**src/rtl/ii_enable_sequencer_pkg.sv**
```systemverilog
// Shared helpers for enable sequencers: counter width sizing and parameter range checks.
package ii_seq_pkg;

  // Width of a cooldown counter that must hold n-1; never narrower than one bit.
  function automatic int unsigned cntw(input int unsigned n);
    int unsigned w;
    w = $clog2(n);
    return (w < 1) ? 1 : w;
  endfunction

  function automatic bit param_ge(input int unsigned val, input int unsigned min_val);
    return val >= min_val;
  endfunction

endpackage

```
**src/rtl/ii_enable_sequencer_if.sv**
```systemverilog
// Producer-facing handshake and status bundle of the enable sequencer.
interface ii_enable_sequencer_if #(
  parameter int unsigned DEPTH = 4
);
  localparam int unsigned InflW = $clog2(DEPTH + 1);

  logic             go;
  logic             clear_violation;
  logic             ready;
  logic [DEPTH-1:0] en;
  logic             done;
  logic             busy;
  logic [InflW-1:0] inflight;
  logic             violation;

  modport master (
    output go, clear_violation,
    input  ready, en, done, busy, inflight, violation
  );

  modport slave (
    input  go, clear_violation,
    output ready, en, done, busy, inflight, violation
  );
endinterface

```
**src/rtl/ii_enable_sequencer_cooldown.sv**
```systemverilog
// Initiation-interval cooldown: blocks new accepts for II-1 cycles after each one.
module ii_cooldown
  import ii_seq_pkg::*;
#(
  parameter int unsigned II = 1
) (
  input  logic clk,
  input  logic reset,
  input  logic load,
  output logic ready
);
  localparam int unsigned CntW = cntw(II);
  localparam logic [CntW-1:0] Reload = CntW'(II - 1);

  if (!param_ge(II, 1)) begin : g_bad_ii
    $error("ii_cooldown: II must be >= 1");
  end

  logic [CntW-1:0] cnt_q, cnt_d;

  always_comb begin
    cnt_d = cnt_q;
    if (load) begin
      cnt_d = Reload;
    end else if (cnt_q != '0) begin
      cnt_d = cnt_q - CntW'(1);
    end
  end

  always_ff @(posedge clk) begin
    if (reset) begin
      cnt_q <= '0;
    end else begin
      cnt_q <= cnt_d;
    end
  end

  assign ready = (cnt_q == '0) && !reset;

endmodule

```
**src/rtl/ii_enable_sequencer.sv**
```systemverilog
// Turns accepted go strobes into tokens walking a DEPTH-stage chain of write enables.
module ii_enable_sequencer
  import ii_seq_pkg::*;
#(
  parameter int unsigned DEPTH = 4,
  parameter int unsigned II    = 1
) (
  input logic                  clk,
  input logic                  reset,
  ii_enable_sequencer_if.slave bus_io
);
  localparam int unsigned InflW = $clog2(DEPTH + 1);

  if (!param_ge(DEPTH, 1)) begin : g_bad_depth
    $error("ii_enable_sequencer: DEPTH must be >= 1");
  end

  logic             ready;
  logic             accept;
  logic [DEPTH-1:0] tok_q, tok_d;
  logic [DEPTH-1:0] en;
  logic [InflW-1:0] inflight_q, inflight_d;
  logic             violation_q, violation_d;

  ii_cooldown #(
    .II(II)
  ) u_cooldown (
    .clk   (clk),
    .reset (reset),
    .load  (accept),
    .ready (ready)
  );

  assign accept = bus_io.go & ready;

  always_comb begin
    tok_d    = tok_q;
    tok_d[0] = accept;
    for (int i = 1; i < DEPTH; i++) begin
      tok_d[i] = tok_q[i-1];
    end

    // Stage outputs are forced low while reset is held, even for tokens still in the chain.
    en = '0;
    if (!reset) begin
      en[0] = accept;
      for (int i = 1; i < DEPTH; i++) begin
        en[i] = tok_q[i-1];
      end
    end

    inflight_d = inflight_q;
    case ({accept, tok_q[DEPTH-1]})
      2'b10:   inflight_d = inflight_q + InflW'(1);
      2'b01:   inflight_d = inflight_q - InflW'(1);
      default: inflight_d = inflight_q;
    endcase

    violation_d = violation_q;
    if (bus_io.go && !ready && !reset) begin
      violation_d = 1'b1;
    end else if (bus_io.clear_violation) begin
      violation_d = 1'b0;
    end
  end

  always_ff @(posedge clk) begin
    if (reset) begin
      tok_q       <= '0;
      inflight_q  <= '0;
      violation_q <= 1'b0;
    end else begin
      tok_q       <= tok_d;
      inflight_q  <= inflight_d;
      violation_q <= violation_d;
    end
  end

  assign bus_io.ready     = ready;
  assign bus_io.en        = en;
  assign bus_io.done      = tok_q[DEPTH-1] & ~reset;
  assign bus_io.busy      = (accept | (|tok_q)) & ~reset;
  assign bus_io.inflight  = inflight_q;
  assign bus_io.violation = violation_q;

endmodule

```
**src/flat_wrapper.sv**
```systemverilog
// flat-port wrapper written by rule: the top's interface ports become plain ports
module ii_enable_sequencer_flat import ii_seq_pkg::*;
#(
  parameter int unsigned DEPTH = 4,
  parameter int unsigned II    = 1
)
  (clk, reset, bus_io_go, bus_io_clear_violation, bus_io_ready, bus_io_en, bus_io_done, bus_io_busy, bus_io_inflight, bus_io_violation);
  ii_enable_sequencer_if #(.DEPTH(DEPTH)) bus_io_i ();
  input logic clk;
  input logic reset;
  input wire logic [$bits(bus_io_i.go)-1:0] bus_io_go;
  input wire logic [$bits(bus_io_i.clear_violation)-1:0] bus_io_clear_violation;
  output wire logic [$bits(bus_io_i.ready)-1:0] bus_io_ready;
  output wire logic [$bits(bus_io_i.en)-1:0] bus_io_en;
  output wire logic [$bits(bus_io_i.done)-1:0] bus_io_done;
  output wire logic [$bits(bus_io_i.busy)-1:0] bus_io_busy;
  output wire logic [$bits(bus_io_i.inflight)-1:0] bus_io_inflight;
  output wire logic [$bits(bus_io_i.violation)-1:0] bus_io_violation;
  assign bus_io_i.go = bus_io_go;
  assign bus_io_i.clear_violation = bus_io_clear_violation;
  assign bus_io_ready = bus_io_i.ready;
  assign bus_io_en = bus_io_i.en;
  assign bus_io_done = bus_io_i.done;
  assign bus_io_busy = bus_io_i.busy;
  assign bus_io_inflight = bus_io_i.inflight;
  assign bus_io_violation = bus_io_i.violation;
  ii_enable_sequencer #(.DEPTH(DEPTH), .II(II)) u_core (.clk(clk), .reset(reset), .bus_io(bus_io_i));
endmodule
```
**config.mk**
```make
export PLATFORM = sky130hd
export DESIGN_NAME = ii_enable_sequencer_flat
export DESIGN_NICKNAME = d
export VERILOG_FILES = /design/src/rtl/ii_enable_sequencer_pkg.sv /design/src/rtl/ii_enable_sequencer_if.sv /design/src/rtl/ii_enable_sequencer_cooldown.sv /design/src/rtl/ii_enable_sequencer.sv /design/src/flat_wrapper.sv
export SDC_FILE = /design/constraint.sdc
export NUM_CORES = 1
export LEC_CHECK = 0
export ABC_AREA = 1
export CAP_MARGIN = 20
export CORE_AREA = 2 2 39 41
export DETAILED_ROUTE_END_ITERATION = 10
export DIE_AREA = 0 0 41 43
export HOLD_SLACK_MARGIN = 0.05
export PLACE_DENSITY = 0.66
export SETUP_SLACK_MARGIN = 0.1
export SLEW_MARGIN = 20
export SYNTH_ARGS = -nofsm -noshare
export SYNTH_HDL_FRONTEND = slang
export SYNTH_SLANG_ARGS = --single-unit
```
**constraint.sdc**
```tcl
create_clock -name clk -period 1.9 [get_ports clk]
set_input_delay 0.19 -clock clk [delete_from_list [all_inputs] [get_ports clk]]
set_output_delay 0.19 -clock clk [all_outputs]
set_load 0.02 [all_outputs]
```
Word-level counts from Yosys, hierarchy flattened
Cells that the tools add are included.

cells by class
  $add $sub $neg = 3
  multipliers = 0
  divide/modulo/power cells = 0
  magnitude comparators = 0
  eq/ne operators = 2
  shift operators = 0
  muxes and demuxes = 4
  bitwise logic cells = 6
  reduce and logical (&&, ||, !) cells = 9

operator list
  operator               number
  $pmux W3 S2            1
  $mux W4                1
  $reduce_bool A2 Y1     2
  $reduce_or A4 Y1       1
  $add A3 B1 Y3 const B  1
  $and A1 B1 Y1          3
  $logic_and A1 B1 Y1    3
  $reduce_or A3 Y1       1
  $sub A3 B1 Y3 const B  1
  $eq A2 B1 Y1 const B   1
  $eq A2 B2 Y1 const B   1
  $logic_not A1 Y1       2
  $mux W1                2
  $not A1 Y1             2
  $or A1 B1 Y1           1
  $sub A1 B1 Y1 const B  1

word-level totals
  register bits after elaboration = 9
  bits in latches = 0
  RAM bits = 0
  bits in read-only memories = 0
  output and inout port bits = 11
  word-level logic and storage cells = 28
  memories kept = 0

Depth between registers and ports, before layout
  word-level depth = 6
  gate-level depth with buffers = 11
  mapped depth without buffers = 11

Modules after synthesis
From an unflattened synthesis, not the netlist that was laid out.

unflattened totals
  cell total of the unflattened synthesis = 51
  area total of the unflattened synthesis = 379.1 um2

modules (own cells, without submodules)
  module               times used  cells each  area each (um2)  seq. area each (um2)
  ii_enable_sequencer  1           48          351.6            160.2
  ii_cooldown          1           3           27.5             20.0

Worst setup path before layout
OpenSTA, ideal clock, no wires.

  kind = register to register
  from = reg u_core.u_cooldown.cnt_q
  to = reg u_core.inflight_q[1], in the netlist u_core.bus_io.inflight[1]
  setup time = 0.070 ns
  data arrival time = 1.431 ns
  setup slack = 0.399 ns
  cell stages (with the launch flop) = 7
  period minus slack after synthesis = 1.501 ns
  cell sequence = dfxtp_1 -> nor2_2 -> nand2_2 -> ha_1 -> inv_2 -> fa_1 -> a21oi_1

on the way
  cells in the longest elaborated chain, start to end = 5
  elaborated cells between the ends (all ways) = 7
  those cells by class = eq/ne (2); mux (1); bitwise (2); reduce/logical (2)

ends and longest elaborated chain
  element                                            RTL line                            RTL
  start, declared                                    ii_enable_sequencer_cooldown.sv:19  logic [CntW-1:0] cnt_q, cnt_d;
  start signal, assigned                             ii_enable_sequencer_cooldown.sv:34  cnt_q <= cnt_d;
  $not A1 Y1 (no source line) (*)                    --
  $logic_and A1 B1 Y1 (*)                            ii_enable_sequencer_cooldown.sv:38  assign ready = (cnt_q == '0) && !reset;
  net bus_io_ready                                   flat_wrapper.sv:13                  output wire logic [$bits(bus_io_i.ready)-1:0] bus_io_ready;
  $and A1 B1 Y1 (*)                                  ii_enable_sequencer.sv:34           assign accept = bus_io.go & ready;
  $eq A2 B1 Y1 or $eq A2 B2 Y1 (tied branches)       ii_enable_sequencer.sv:53           case ({accept, tok_q[DEPTH-1]})
  $pmux W3 S2 or $reduce_bool A2 Y1 (tied branches)  --
  end signal, assigned                               ii_enable_sequencer.sv:74           inflight_q <= inflight_d;
  end, declared                                      ii_enable_sequencer.sv:22           logic [InflW-1:0] inflight_q, inflight_d;

Mark *: on every way through the listed nets, which the timed path passes. The rest lies on a longest branch.
A chain may end at the register's enable or synchronous reset.

Worst setup path after layout
  from = in reset
  to = out bus_io_done

on the way
  cells in the longest elaborated chain, start to end = 2

ends and longest elaborated chain
  element          RTL line                   RTL
  start, declared  flat_wrapper.sv:10         input logic reset;
  $not A1 Y1       ii_enable_sequencer.sv:81  assign bus_io.done = tok_q[DEPTH-1] & ~reset;
  $and A1 B1 Y1    ii_enable_sequencer.sv:81
  end, declared    flat_wrapper.sv:15         output wire logic [$bits(bus_io_i.done)-1:0] bus_io_done;

No other way between the ends.

==> impl_summary.log <==
INFO  metric netlist_area = 380 um2
INFO  metric slew_viol_final = 0
INFO  metric post_drt_via_cell_ratio = 4.12
INFO  metric muxShareOfSynthArea = 0
INFO  metric yosysSeqAreaShare = 0.474
INFO  metric nets_in_the_synthesized_netlist = 55
INFO  metric crit-reg2reg-capture = u_core.bus_io.inflight[2]
INFO  metric antenna_found_initial = 0
INFO  metric cp_launch_type = input port
INFO  metric ir_worst_vdd = 0.362 mV
INFO  metric critical_path_arrival = 1.53 ns
INFO  metric fin_total_pwr = 0.408 mW
INFO  metric leakage = 0.321 nW
INFO  metric num_rows = 14
INFO  metric critPathMaxStageDelay = 0.62 ns
INFO  metric antenna-diode-count = 0
INFO  metric fillers = 150
INFO  metric setup.worst_path.class = in2out
INFO  metric vias = 350
INFO  metric r2r_slack = 0.40 ns
INFO  metric design.final.nets = 76
INFO  metric clockRootBuffer = clkbuf_4
INFO  metric finalSetupViolCount = 0
INFO  metric routed_wirelength = 778 um
INFO  metric totalNegativeSetupSlack = 0 ns
INFO  metric final_common_cell = inv_1
INFO  metric global_route.overflow_total = 0
INFO  metric flip_flop_and_latch_area = 180 um2
INFO  metric synthXorXnorAreaFrac = 0
INFO  metric path_max_fanout = 6
INFO  metric grt_max_degree = 7
INFO  metric synth_adder_area_share = 0.0855
INFO  metric syn_inst = 49
INFO  metric required_time_at_the_endpoint_of_the_critical_path = 1.71 ns
INFO  metric r2r-start = u_core.u_cooldown.cnt_q
INFO  metric outcome = completed
INFO  metric tritoncts = yes
INFO  metric detailed_place_hpwl = 580 um
INFO  metric cpMostUsedCell = clkdlybuf4s50_1
INFO  metric syn_avg_cell_area = 7.76 um2
INFO  metric hp-start = u_core.tok_q[2]
INFO  metric cpMaxStageDelayCell = clkdlybuf4s50_1
INFO  metric number_of_buffers_created_by_cts = 3
INFO  metric top_level_ports = 15
INFO  metric effective_utilization_at_floorplan = 0.275
INFO  metric layout-area-overhead-vs-synth = 54.3%
INFO  metric final_cell_mix = inv_1 (10), clkdlybuf4s50_1 (9), dfxtp_1 (9)
INFO  metric yosys.cell_types.count = 14
INFO  metric reg2regPathDepth = 11
INFO  metric cp_cell_sequence = clkdlybuf4s50_1 > buf_4 > nor2_1 > clkdlybuf4s50_1
INFO  metric coreArea = 1380 um2
INFO  metric clock_insertion_delay_worst_skew = 0.26 ns
INFO  metric first_global_vias = 326
INFO  metric globalplace.congestion = 0.695
INFO  metric h-tree-depth = 1
INFO  metric hold_end = u_core.tok_q[3]
INFO  metric hp-class = reg2reg
INFO  metric die_height = 43 um
INFO  metric chipWidth = 41 um
INFO  metric holdPathStages = 2
INFO  metric detail_route.drc_violations = 0
INFO  metric detail_route_antenna_nets = 0
INFO  metric placed_cells = 81
INFO  metric final_cells = 85
INFO  metric finalCritPeriodShare = 0.905
INFO  metric drt_pre_antenna_iters = 2
INFO  metric clk_pin_slew = 0.06 ns
INFO  metric post-route-min-period = 1.72 ns
INFO  metric maxCapViolCount = 0
INFO  metric ctsLongestPathBuffers = 2
INFO  metric synthSimpleGateAreaFrac = 0.227
INFO  metric cellPowerDensity = 696 nW/um2
INFO  metric detailed_place.area = 556 um2
INFO  metric critPathCaptureType = primary output
INFO  metric ys_ff_latch = 9
INFO  metric finalInstanceArea = 587 um2
INFO  metric fin_worst_skew = 0.00502 ns
INFO  metric cts_num_sinks = 9
INFO  metric fp.dieArea = 1760 um2
INFO  metric wl_per_cell = 9.15 um
INFO  metric drt_iter0_markers = 4
INFO  metric number_of_i_o_port_buffers = 14
INFO  metric rsz_0062_raised_after_global_routing = false
INFO  metric final_layout_size_suffix_gt1_frac = 0.203
INFO  metric synth_warnings = 0
INFO  metric hold_violations = 0
INFO  metric max_freq = 581 MHz
INFO  metric synth_top_family_by_area = simple AND/OR/NAND/NOR gates
INFO  metric synth-compound-area-share = 0.0658
INFO  metric grt_use_total = 0.112
INFO  metric multi_input_comb_area = 148 um2
INFO  metric grt_pass1_wl = 1320 um
INFO  metric post_cts_setup_repair_bufs = 0
-- cell families (layout without fill, tap and decap cells) --
family	after synthesis	after routing
adder cells (fa/ha/maj)	2	2
other	1	1
AND/OR/NAND/NOR	18	18
buffers and inverters	14	34
flip-flops	9	9
AO/OA/AOI/OAI	5	5
-- timing repair --
action | in CTS | in global routing
hold buffers | 0 | 0
setup endpoints to repair | 2 | 3
resized for setup | 2 | 3
-- worst max-delay path by stage --
stage | slack [ns] | depth (start not counted) | start | endpoint
floorplan | 0.40 | 6 | u_core.u_cooldown.cnt_q | u_core.bus_io.inflight[1]
global placement | 0.05 | 12 | reset | u_core.bus_io.inflight[2]
detailed placement | 0.04 | 12 | reset | u_core.bus_io.inflight[2]
CTS | 0.15 | 4 | reset | bus_io_en[2]
global route | 0.11 | 4 | reset | bus_io_done
finish | 0.18 | 4 | reset | bus_io_done
-- metal layers --
metal,wire length [um],vias up,global-route usage
met5,0,-,0
met4,0,0,0.0800
met3,68,0,0.0209
met2,377,12,0.156
met1,332,154,0.148
li1,-,184,-
-- stage by stage --
| step | setup slack [ns] | hold WS, ns | util |
|---|---|---|---|
| after global routing | 0.112 | 0.464 | 0.424 |
| after detailed placement | 0.0419 | 0.437 | 0.401 |
| final | 0.180 | 0.447 | 0.424 |
| after global placement | 0.0523 | 0.433 | 0.401 |
| after floorplan | 0.399 | 0.259 | - |
| after CTS | 0.155 | 0.450 | 0.419 |
-- report_power, final --
group	total, mW	switching (mW)	internal (mW)
clock	0.149	0.0679	0.0809
sequential	0.200	0.00387	0.196
combinational	0.0599	0.0319	0.0280
total	0.408	0.104	0.305
-- cell type report --
cell class	count	area share
flip-flops and latches	9	0.307
inverters	14	0.0896
well taps	16	0.0341
clock buffers	4	0.0448
multi-input cells	26	0.252
repair buffers	16	0.273
-- sequential cells by signal, summed over array words and instances (netlist names) --
register                 count
u_core.tok_q                 4
u_core.bus_io.violation      1
u_core.u_cooldown.cnt_q      1
u_core.bus_io.inflight       3
-- synthesized netlist by cell type (all sizes together) --
library cell  count  area [um2]
a21oi             3        15.0
fa                1        20.0
nor2              6        27.5
o21ai             2        10.0
inv              14        52.6
conb              1        3.75
nand2             9        41.3
dfxtp             9         180
nand3             1        5.00
nand4             2        12.5
ha                1        12.5
-- critical path: cells and delay by family --
| family | cells | cell delay [ns] |
|---|---|---|
| buf+inv | 3 | 1.22 |
| simple gates | 1 | 0.12 |
(Power assumes the default switching activity.)
